===== config.mk =====
export PLATFORM = sky130hd
export DESIGN_NAME = converge_monitor_flat
export DESIGN_NICKNAME = d
export VERILOG_FILES = /design/src/rtl/converge_monitor_if.sv /design/src/rtl/converge_monitor.sv /design/src/flat_wrapper.sv
export SDC_FILE = /design/constraint.sdc
export NUM_CORES = 1
export LEC_CHECK = 0
export BUFFER_PORTS_ARGS = -buffer_cell sky130_fd_sc_hd__buf_2
export CAP_MARGIN = 20
export CORE_MARGIN = 3
export CORE_UTILIZATION = 30
export CTS_BUF_LIST = sky130_fd_sc_hd__clkbuf_4
export DETAILED_ROUTE_END_ITERATION = 12
export PLACE_DENSITY = 0.43
export SYNTH_ARGS = -nofsm -noshare
export SYNTH_HDL_FRONTEND = slang
export SYNTH_SLANG_ARGS = --single-unit

===== constraint.sdc =====
create_clock -name clk -period 10.3 [get_ports clk]
set_clock_uncertainty 0.2 [all_clocks]
set_input_delay 0.515 -clock clk [delete_from_list [all_inputs] [get_ports clk]]
set_output_delay 0.515 -clock clk [all_outputs]
set_load 0.005 [all_outputs]

===== src/rtl/converge_monitor_if.sv =====
// Bundles the convergence monitor's control, channel and verdict signals.
// The bench/driver takes the master side; the monitor takes the slave side.
interface converge_monitor_if #(
    parameter int WIDTH  = 16,
    parameter int NUM_CH = 2
);
    logic                      start;
    logic                      abort;
    logic [WIDTH-1:0]          target;
    logic [NUM_CH*WIDTH-1:0]   ch;
    logic                      busy;
    logic                      done;
    logic                      pass;
    logic [1:0]                fail_code;
    logic [31:0]               settle_at;
    logic [WIDTH:0]            max_dev;

    modport master (
        output start, abort, target, ch,
        input  busy, done, pass, fail_code, settle_at, max_dev
    );

    modport slave (
        input  start, abort, target, ch,
        output busy, done, pass, fail_code, settle_at, max_dev
    );
endinterface


===== src/rtl/converge_monitor.sv =====
// Windowed multi-channel settling checker: reports pass once every channel has stayed near
// target (and ch0/ch1 near each other) for SETTLE_CYC consecutive cycles, else times out.
module converge_monitor #(
    parameter int          WIDTH       = 16,
    parameter int          NUM_CH      = 2,
    parameter int unsigned TOL         = 250,
    parameter int unsigned DIFF_TOL    = 5,
    parameter int unsigned SETTLE_CYC  = 1024,
    parameter int unsigned TIMEOUT_CYC = 20000000
) (
    input  logic              clk,
    input  logic              rst_n,
    converge_monitor_if.slave bus
);

    localparam logic [1:0] S_IDLE = 2'd0;
    localparam logic [1:0] S_RUN  = 2'd1;
    localparam logic [1:0] S_PASS = 2'd2;
    localparam logic [1:0] S_FAIL = 2'd3;

    localparam logic [WIDTH:0] L_TOL      = (WIDTH+1)'(TOL);
    localparam logic [WIDTH:0] L_DIFF_TOL = (WIDTH+1)'(DIFF_TOL);
    localparam logic [31:0]    L_SET      = 32'(SETTLE_CYC);
    localparam logic [31:0]    L_SET_M1   = 32'(SETTLE_CYC - 1);
    localparam logic [31:0]    L_TMO      = 32'(TIMEOUT_CYC);
    localparam logic [31:0]    L_TMO_M1   = 32'(TIMEOUT_CYC - 1);

    // Sign-extend both operands one bit so the difference can never overflow.
    function automatic logic [WIDTH:0] abs_diff(input logic [WIDTH-1:0] a,
                                                input logic [WIDTH-1:0] b);
        logic [WIDTH:0] d;
        d = {a[WIDTH-1], a} - {b[WIDTH-1], b};
        if (d[WIDTH]) begin
            abs_diff = (~d) + {{WIDTH{1'b0}}, 1'b1};
        end else begin
            abs_diff = d;
        end
    endfunction

    logic [1:0]       r_state;
    logic [WIDTH-1:0] r_target;
    logic [31:0]      r_win_cnt;
    logic [31:0]      r_tmo_cnt;
    logic [31:0]      r_settle_at;
    logic [WIDTH:0]   r_max_dev;
    logic             r_busy;
    logic             r_done;
    logic             r_pass;
    logic [1:0]       r_fail_code;
    logic             r_diff_only;

    logic [WIDTH:0]   w_abs [NUM_CH];
    logic [WIDTH:0]   w_peak;
    logic [WIDTH:0]   w_diff_abs;
    logic [WIDTH:0]   w_new_max;
    logic             w_chan_ok;
    logic             w_diff_ok;
    logic             w_in_win;
    logic [1:0]       w_tmo_code;

    // Per-channel deviation magnitude from the latched target.
    always_comb begin
        for (int i = 0; i < NUM_CH; i++) begin
            w_abs[i] = abs_diff(bus.ch[i*WIDTH +: WIDTH], r_target);
        end
    end

    // Window decision, peak deviation and the timeout cause code.
    always_comb begin
        w_chan_ok = 1'b1;
        w_peak    = '0;
        for (int i = 0; i < NUM_CH; i++) begin
            w_chan_ok = w_chan_ok & (w_abs[i] <= L_TOL);
            w_peak    = (w_abs[i] > w_peak) ? w_abs[i] : w_peak;
        end
        w_diff_abs = abs_diff(bus.ch[0 +: WIDTH], bus.ch[WIDTH +: WIDTH]);
        w_diff_ok  = (w_diff_abs <= L_DIFF_TOL);
        w_in_win   = w_chan_ok & w_diff_ok;
        w_new_max  = (w_peak > r_max_dev) ? w_peak : r_max_dev;
        // The cause is taken from the most recent out-of-window cycle, possibly this one.
        if (!w_in_win) begin
            w_tmo_code = w_chan_ok ? 2'd2 : 2'd1;
        end else begin
            w_tmo_code = r_diff_only ? 2'd2 : 2'd1;
        end
    end

    // Check sequencing, counters and registered verdict outputs.
    always_ff @(posedge clk or negedge rst_n) begin
        if (!rst_n) begin
            r_state     <= S_IDLE;
            r_target    <= '0;
            r_win_cnt   <= 32'd0;
            r_tmo_cnt   <= 32'd0;
            r_settle_at <= 32'd0;
            r_max_dev   <= '0;
            r_busy      <= 1'b0;
            r_done      <= 1'b0;
            r_pass      <= 1'b0;
            r_fail_code <= 2'd0;
            r_diff_only <= 1'b0;
        end else if (bus.abort) begin
            r_state <= S_IDLE;
            r_busy  <= 1'b0;
            r_done  <= 1'b0;
            if (r_state == S_RUN) begin
                r_fail_code <= 2'd3;
            end else begin
                r_fail_code <= r_fail_code;
            end
        end else if (bus.start) begin
            r_state     <= S_RUN;
            r_target    <= bus.target;
            r_win_cnt   <= 32'd0;
            r_tmo_cnt   <= 32'd0;
            r_settle_at <= 32'd0;
            r_max_dev   <= '0;
            r_busy      <= 1'b1;
            r_done      <= 1'b0;
            r_pass      <= 1'b0;
            r_fail_code <= 2'd0;
            r_diff_only <= 1'b0;
        end else if (r_state == S_RUN) begin
            r_max_dev <= w_new_max;
            r_tmo_cnt <= (r_tmo_cnt == L_TMO) ? r_tmo_cnt : r_tmo_cnt + 32'd1;
            if (w_in_win) begin
                r_win_cnt <= (r_win_cnt == L_SET) ? r_win_cnt : r_win_cnt + 32'd1;
                if (r_win_cnt == 32'd0) begin
                    r_settle_at <= r_tmo_cnt;
                end else begin
                    r_settle_at <= r_settle_at;
                end
            end else begin
                r_win_cnt   <= 32'd0;
                r_diff_only <= w_chan_ok;
            end
            // A window completing on the timeout cycle still counts as a pass.
            if (w_in_win && (r_win_cnt == L_SET_M1)) begin
                r_state <= S_PASS;
                r_pass  <= 1'b1;
                r_busy  <= 1'b0;
                r_done  <= 1'b1;
            end else if (r_tmo_cnt == L_TMO_M1) begin
                r_state     <= S_FAIL;
                r_pass      <= 1'b0;
                r_busy      <= 1'b0;
                r_done      <= 1'b1;
                r_fail_code <= w_tmo_code;
            end else begin
                r_state <= S_RUN;
                r_done  <= 1'b0;
            end
        end else begin
            r_done <= 1'b0;
        end
    end

    assign bus.busy      = r_busy;
    assign bus.done      = r_done;
    assign bus.pass      = r_pass;
    assign bus.fail_code = r_fail_code;
    assign bus.settle_at = r_settle_at;
    assign bus.max_dev   = r_max_dev;

endmodule


===== src/flat_wrapper.sv =====
// flat-port wrapper written by rule: the top's interface ports become plain ports
module converge_monitor_flat 
#(
    parameter int          WIDTH       = 16,
    parameter int          NUM_CH      = 2,
    parameter int unsigned TOL         = 250,
    parameter int unsigned DIFF_TOL    = 5,
    parameter int unsigned SETTLE_CYC  = 1024,
    parameter int unsigned TIMEOUT_CYC = 20000000
)
  (clk, rst_n, bus_start, bus_abort, bus_target, bus_ch, bus_busy, bus_done, bus_pass, bus_fail_code, bus_settle_at, bus_max_dev);
  converge_monitor_if #(.WIDTH(WIDTH), .NUM_CH(NUM_CH)) bus_i ();
  input  logic clk;
  input  logic rst_n;
  input wire logic [$bits(bus_i.start)-1:0] bus_start;
  input wire logic [$bits(bus_i.abort)-1:0] bus_abort;
  input wire logic [$bits(bus_i.target)-1:0] bus_target;
  input wire logic [$bits(bus_i.ch)-1:0] bus_ch;
  output wire logic [$bits(bus_i.busy)-1:0] bus_busy;
  output wire logic [$bits(bus_i.done)-1:0] bus_done;
  output wire logic [$bits(bus_i.pass)-1:0] bus_pass;
  output wire logic [$bits(bus_i.fail_code)-1:0] bus_fail_code;
  output wire logic [$bits(bus_i.settle_at)-1:0] bus_settle_at;
  output wire logic [$bits(bus_i.max_dev)-1:0] bus_max_dev;
  assign bus_i.start = bus_start;
  assign bus_i.abort = bus_abort;
  assign bus_i.target = bus_target;
  assign bus_i.ch = bus_ch;
  assign bus_busy = bus_i.busy;
  assign bus_done = bus_i.done;
  assign bus_pass = bus_i.pass;
  assign bus_fail_code = bus_i.fail_code;
  assign bus_settle_at = bus_i.settle_at;
  assign bus_max_dev = bus_i.max_dev;
  converge_monitor #(.WIDTH(WIDTH), .NUM_CH(NUM_CH), .TOL(TOL), .DIFF_TOL(DIFF_TOL), .SETTLE_CYC(SETTLE_CYC), .TIMEOUT_CYC(TIMEOUT_CYC)) u_core (.clk(clk), .rst_n(rst_n), .bus(bus_i));
endmodule

# After elaboration in Yosys (flattened, before gate mapping)
# Index checks and enable logic that the tools add are counted.
[op_classes]
n_addsub = 8
n_lt_le_gt_ge = 6
n_eq_ne = 10
n_mux = 49
bitwise_logic = 6
reduce_logical = 19
[op_table]
columns = ["cell", "count"]
rows = [
  ["two-way mux 32 bit", 11],
  ["two-way mux 17 bit", 8],
  ["adder 32 x 1 -> 32 bit, second input constant", 2],
  ["equality test 32 x 25 -> 1 bit, second input constant", 2],
  ["adder 17 x 1 -> 17 bit, second input constant", 3],
  ["inverter 17 bit", 3],
  ["subtractor 16 x 16 -> 17 bit", 3],
  ["> comparator 17 bit", 2],
  ["<= comparator 17 x 8 -> 1 bit, second input constant", 2],
  ["equality test 32 x 10 -> 1 bit, second input constant", 1],
  ["equality test 32 x 11 -> 1 bit, second input constant", 1],
  ["zero test 32 bit", 1],
  ["two-way mux 2 bit", 14],
  ["> comparator 17 x 1 -> 1 bit, second input constant", 1],
  ["<= comparator 17 x 3 -> 1 bit, second input constant", 1],
  ["two-way mux 1 bit", 16],
  ["AND reduction 3 bit", 5],
  ["nonzero test 3 bit", 3],
  ["AND reduction 4 bit", 2],
  ["nonzero test 2 bit", 4],
  ["inequality test 3 bit, second input constant", 2],
  ["inequality test 2 bit, second input constant", 2],
  ["AND reduction 2 bit", 2],
  ["nonzero test 4 bit", 1],
  ["5 further kinds", 6],
]
[word_totals]
regBits = 137
in_bits = 52
output_inout_bits = 54
wordCells = 109

# Logic depth before layout (Yosys ltp)
[logic_depth]
depth_word = 13
mapped_depth = 39
ltp_nobuf = 36

# Least setup slack after synthesis
# Ideal clock, no wire load.
[synth_path]
kind = "input to register"
from = "input port bus_ch[0]"
to = "register u_core.r_max_dev[10], in the netlist u_core.bus.max_dev[10]"
setup_ns = 0.066
arrival_time_ns = 7.991
t_required_ns = 10.034
path_slack_ns = 2.042
path_stages = 35
n_path_buf = 3
cell_sequence = "inv_1 -> ha_1 -> fa_1 -> nand2b_1 -> a211oi_2 -> o21ai_1 -> a2111o_1 -> a31oi_2 -> nand4_1 -> and3_1 -> or2_2 -> ha_1 -> nand4_1 -> nor2_1 -> nor2_1 -> nand2_1 -> a211o_1 -> nor2_1 -> a211oi_1 -> clkbuf_1 -> mux2i_1 -> ha_1 -> nor2b_1 -> o21a_1 -> o21ai_0 -> nand2b_1 -> a21oi_1 -> o21a_1 -> o21ai_0 -> a221oi_1 -> a21oi_1 -> o21ai_0 -> clkbuf_1 -> clkbuf_1 -> a22o_1"
[synth_via]
elab_chain_len = 11
word_cells_on_any_way = 14
cone_classes = "add/sub (2); order compare (3); mux (6); bitwise (1); reduce/logical (2)"
[synth_lines]
columns = ["element", "line_no", "rtl"]
rows = [
  ["from (decl)", "flat_wrapper.sv:18", "input wire logic [$bits(bus_i.ch)-1:0] bus_ch;"],
  ["subtractor 16 x 16 -> 17 bit *", "converge_monitor.sv:32", "d = {a[WIDTH-1], a} - {b[WIDTH-1], b};"],
  ["inverter 17 bit", "converge_monitor.sv:34", "abs_diff = (~d) + {{WIDTH{1'b0}}, 1'b1};"],
  ["adder 17 x 1 -> 17 bit", "converge_monitor.sv:34", ""],
  ["two-way mux 17 bit *", "converge_monitor.sv:33", "if (d[WIDTH]) begin"],
  ["> comparator 17 x 1 -> 1 bit", "converge_monitor.sv:74", "w_peak = (w_abs[i] > w_peak) ? w_abs[i] : w_peak;"],
  ["two-way mux 17 bit *", "converge_monitor.sv:74", ""],
  ["> comparator 17 bit", "converge_monitor.sv:74", ""],
  ["two-way mux 17 bit *", "converge_monitor.sv:74", ""],
  ["> comparator 17 bit / two-way mux 17 bit (equally long branches)", "converge_monitor.sv:79", "w_new_max = (w_peak > r_max_dev) ? w_peak : r_max_dev;"],
  ["nonzero test 2 bit (no line) / two-way mux 17 bit (equally long branches)", "n/a", ""],
  ["AND reduction 3 bit (no line) / two-way mux 17 bit (equally long branches)", "n/a", ""],
  ["to (signal assigned)", "converge_monitor.sv:124", "r_max_dev <= w_new_max;"],
  ["to (decl)", "converge_monitor.sv:45", "logic [WIDTH:0] r_max_dev;"],
]
# Mark *: on every way between the ends. The rest lies on a longest branch, timed or not. The select of a mux whose other input is x is not followed.
# A chain may end at the register's enable or synchronous reset.

# Final worst setup path
[layout_path]
from = "register u_core.r_target[0]"
to = "register u_core.r_max_dev[14], in the netlist u_core.bus.max_dev[14]"
[layout_via]
elab_chain_len = 11
word_cells_on_any_way = 18
cone_classes = "add/sub (4); order compare (3); mux (7); bitwise (2); reduce/logical (2)"
[layout_lines]
columns = ["element", "line_no", "rtl"]
rows = [
  ["from (decl)", "converge_monitor.sv:41", "logic [WIDTH-1:0] r_target;"],
  ["from (signal assigned)", "converge_monitor.sv:113", "r_target <= bus.target;"],
  ["subtractor 16 x 16 -> 17 bit", "converge_monitor.sv:32", ""],
  ["inverter 17 bit", "converge_monitor.sv:34", ""],
  ["adder 17 x 1 -> 17 bit", "converge_monitor.sv:34", ""],
  ["two-way mux 17 bit", "converge_monitor.sv:33", ""],
  ["> comparator 17 x 1 -> 1 bit", "converge_monitor.sv:74", ""],
  ["two-way mux 17 bit", "converge_monitor.sv:74", ""],
  ["> comparator 17 bit", "converge_monitor.sv:74", ""],
  ["two-way mux 17 bit *", "converge_monitor.sv:74", ""],
  ["> comparator 17 bit / two-way mux 17 bit (equally long branches)", "converge_monitor.sv:79", ""],
  ["nonzero test 2 bit (no line) / two-way mux 17 bit (equally long branches)", "n/a", ""],
  ["AND reduction 3 bit (no line) / two-way mux 17 bit (equally long branches)", "n/a", ""],
]
# Marked as above.

==> flow_summary_export.csv <==
group,metric,value,unit
outcome,status,"finished, final reports clean",
floorplanning,initial_core_util,0.306,
synth,ys_types,86,
grt,grt_pass1_vias,11194,
cts,ctsHoldBuffers,18,
cts,numClockSinks,137,
critical_path,crit_top_cell,"nor2_1",
final_layout,syn2layout_area_growth,12.6,%
final_layout,multiInputGateArea,8080,sq um
cts,post-cts-setup-buffers,0,
floorplanning,rows,73,
final_layout,seqCellArea,3430,sq um
grt,grt_usage,0.178,
synth,synth.avg_cell_area,8.07,sq um
place,pre_cts_slack,1860,ps
detailed_routing,dr.pass1.iters,5,
detailed_routing,drcViolationCount,0,
synth,synth_enable_flop_cells,0,
detailed_routing,vias_per_cell,5.30,
detailed_routing,wirelength,38600,microns
cts,clock_latency,590,ps
detailed_routing,drt_iter0_drc,645,
synth,synthArstFlopShare,1.00,
cts,cts_tree,"built",
cts,cts_buffers,17,
critical_path,cp_slowest_cell,"a211oi_2",
critical_path,slowest_delay,540,ps
cts,cts_resized,0,
final_layout,fin_nets,1753,
pwr,leakage,6.09,nW
critical_path,worstPathMaxFanout,15,
final_layout,drive_gt1_frac,0.117,
cts,htreeDepth,4,
synth,mappedNetlistNets,1656,
floorplanning,core_area,39900,sq um
sta,setup_viol_count_final,0,
pwr,pwr_density_cell,183,nW/um^2
sta,slew_headroom,0.376,
final_layout,final_util,0.344,
place,gp_congestion,0.886,
sta,max_clock_freq,124,MHz
detailed_routing,wl_per_cell,18.0,microns
final_layout,n_fill_cell,4202,
place,io_buffers,105,
synth,synth_area,12200,sq um
sta,fin_ws,2230,ps
sta,period_share,0.783,
sta,setup_tns,0,ps
pwr,ir_drop,0.0804,mV
floorplanning,fp.dieArea,43100,sq um
critical_path,worstSetupStartpointType,"flip-flop",
critical_path,crit_arrival,8320,ps
cts,root_buffer,"clkbuf_4",
floorplanning,die_w,208,microns
final_layout,final_common_cell,"dfrtp_1",
critical_path,crit_required,10550,ps
synth,yosysWarningCount,0,
sta,period_needed,8070,ps
sta,finalHoldViolCount,0,
worst_hold_path,hold_path_class,"flip-flop to flip-flop",
synth,synth_cells,1512,
critical_path,cp-end-kind,"flip-flop",
cts,clk_pin_slew,150,ps
place,dpl.hpwl,29600,microns
critical_path,rrSetupSlack,2230,ps
detailed_routing,vias,11376,
cts,clock_tree.buffer_depth,2,
sta,tightest_slew,929,ps
floorplanning,die_y,208,microns
detailed_routing,ant_nets,0,
grt,gr-total-overflow,0,
job,maxCapViolCount,0,
synth,synth_seq_area_share,0.281,
sta,drv_slew,0,
grt,grt_first_pass_wirelength,62300,microns
grt,grt_max_degree,85,
grt,antenna_found_initial,2,
critical_path,critPathKind,"flip-flop to flip-flop",
synth,yosys_register_bits,137,
synth,dominantRegCellSynth,"dfrtp_1",
final_layout,final_cell_mix,"dfrtp_1 (137), nor2_1 (136), nand2_1 (134)",
sta,rsz0062_at_grt,"false",
floorplanning,ios,106,
critical path: cells and delay by family (launching register included):
| family | cells | cell delay (ps) |
|---|---|---|
| simple gates | 12 | 1710 |
| flops | 1 | 430 |
| fa+ha+maj | 4 | 1240 |
| compound gates | 15 | 3460 |
| buf+inv | 2 | 540 |
| mux | 1 | 320 |
cell type report:
class / count / area share
Antenna cell: 2 / 0.000364
Clock buffer: 18 / 0.00984
Clock inverter: 13 / 0.0124
Inverter: 123 / 0.0336
Multi-Input combinational cell: 1195 / 0.588
Sequential cell: 137 / 0.250
Tap cell: 525 / 0.0478
Timing Repair Buffer: 135 / 0.0584
stage by stage:
stage / hold slack [ps] / std cells / power (mW) / cell area (sq um)
detailed placement: 301 / 2096 / 2.10 / 13200
finish: 323 / 2148 / 2.51 / 13700
CTS: 285 / 2145 / 2.54 / 13700
global placement: 292 / 2096 / 2.09 / 13200
global route: 294 / 2148 / 2.76 / 13700
floorplan: 19.4 / 1512 / 1.70 / 12200
worst paths after layout:
path,cells after the start,to,start
max,34,u_core.bus.max_dev[14]$_DFFE_PN0P_,u_core.r_target[0]$_DFFE_PN0P_
min,2,u_core.bus.settle_at[4]$_DFFE_PN0P_,u_core.bus.settle_at[4]$_DFFE_PN0P_
min in group asynchronous,2,u_core.r_target[3]$_DFFE_PN0P_,rst_n
min reg2reg,2,u_core.bus.settle_at[4]$_DFFE_PN0P_,u_core.bus.settle_at[4]$_DFFE_PN0P_
max reg2reg,34,u_core.bus.max_dev[14]$_DFFE_PN0P_,u_core.r_target[0]$_DFFE_PN0P_
max in group asynchronous,3,u_core.r_tmo_cnt[1]$_DFFE_PN0P_,rst_n
kinds of logic (layout without fill, tap and decap cells):
logic type	Yosys count	after routing	synth area share
compound gates	411	411	0.239
xor+xnor	107	107	0.0774
fa+ha+maj	92	92	0.0962
buf+inv	180	289	0.0585
flops	137	137	0.281
mux	23	23	0.0194
other cells	0	2	0
simple gates	562	562	0.229
flip-flops by register name (all words and copies together), names as in the netlist:
register and count:
u_core.bus.busy 1, u_core.bus.done 1, u_core.bus.fail_code 2, u_core.bus.max_dev 17
u_core.bus.pass 1, u_core.bus.settle_at 32, u_core.r_diff_only 1, u_core.r_state 2
u_core.r_target 16, u_core.r_tmo_cnt 32, u_core.r_win_cnt 32
synth_stat cells, types with 16 or more instances:
cell / number / share of area
or3_1: 16 / 0.0082
nand3_1: 66 / 0.027
clkbuf_1: 43 / 0.013
a22o_1: 19 / 0.014
mux2i_1: 18 / 0.015
a21oi_1: 65 / 0.027
nor3_1: 39 / 0.016
a211oi_1: 17 / 0.010
o21ai_0: 60 / 0.025
inv_1: 123 / 0.038
a2bb2oi_1: 33 / 0.024
nand2_1: 134 / 0.041
a21o_1: 30 / 0.018
ha_1: 89 / 0.091
xnor2_1: 64 / 0.046
o21ai_1: 34 / 0.014
nand4_1: 32 / 0.016
nor2_1: 137 / 0.042
and3_1: 28 / 0.014
dfrtp_1: 137 / 0.28
nor4_1: 23 / 0.012
xor2_1: 42 / 0.030
nor2b_1: 22 / 0.011
report_power, final:
part	total (mW)	internal (mW)	switching [mW]
Combinational	1.50	0.611	0.888
Clock	0.414	0.173	0.241
Sequential	0.599	0.573	0.0260
Total	2.51	1.36	1.15
per-layer routing:
metal	vias up	routed length, microns	track usage
li1	5699	-	-
met1	5481	19400	0.254
met2	168	17400	0.286
met3	28	1240	0.0252
met4	0	535	0.0386
met5	-	0	0
Note: power is estimated with default switching activity, not from simulation.
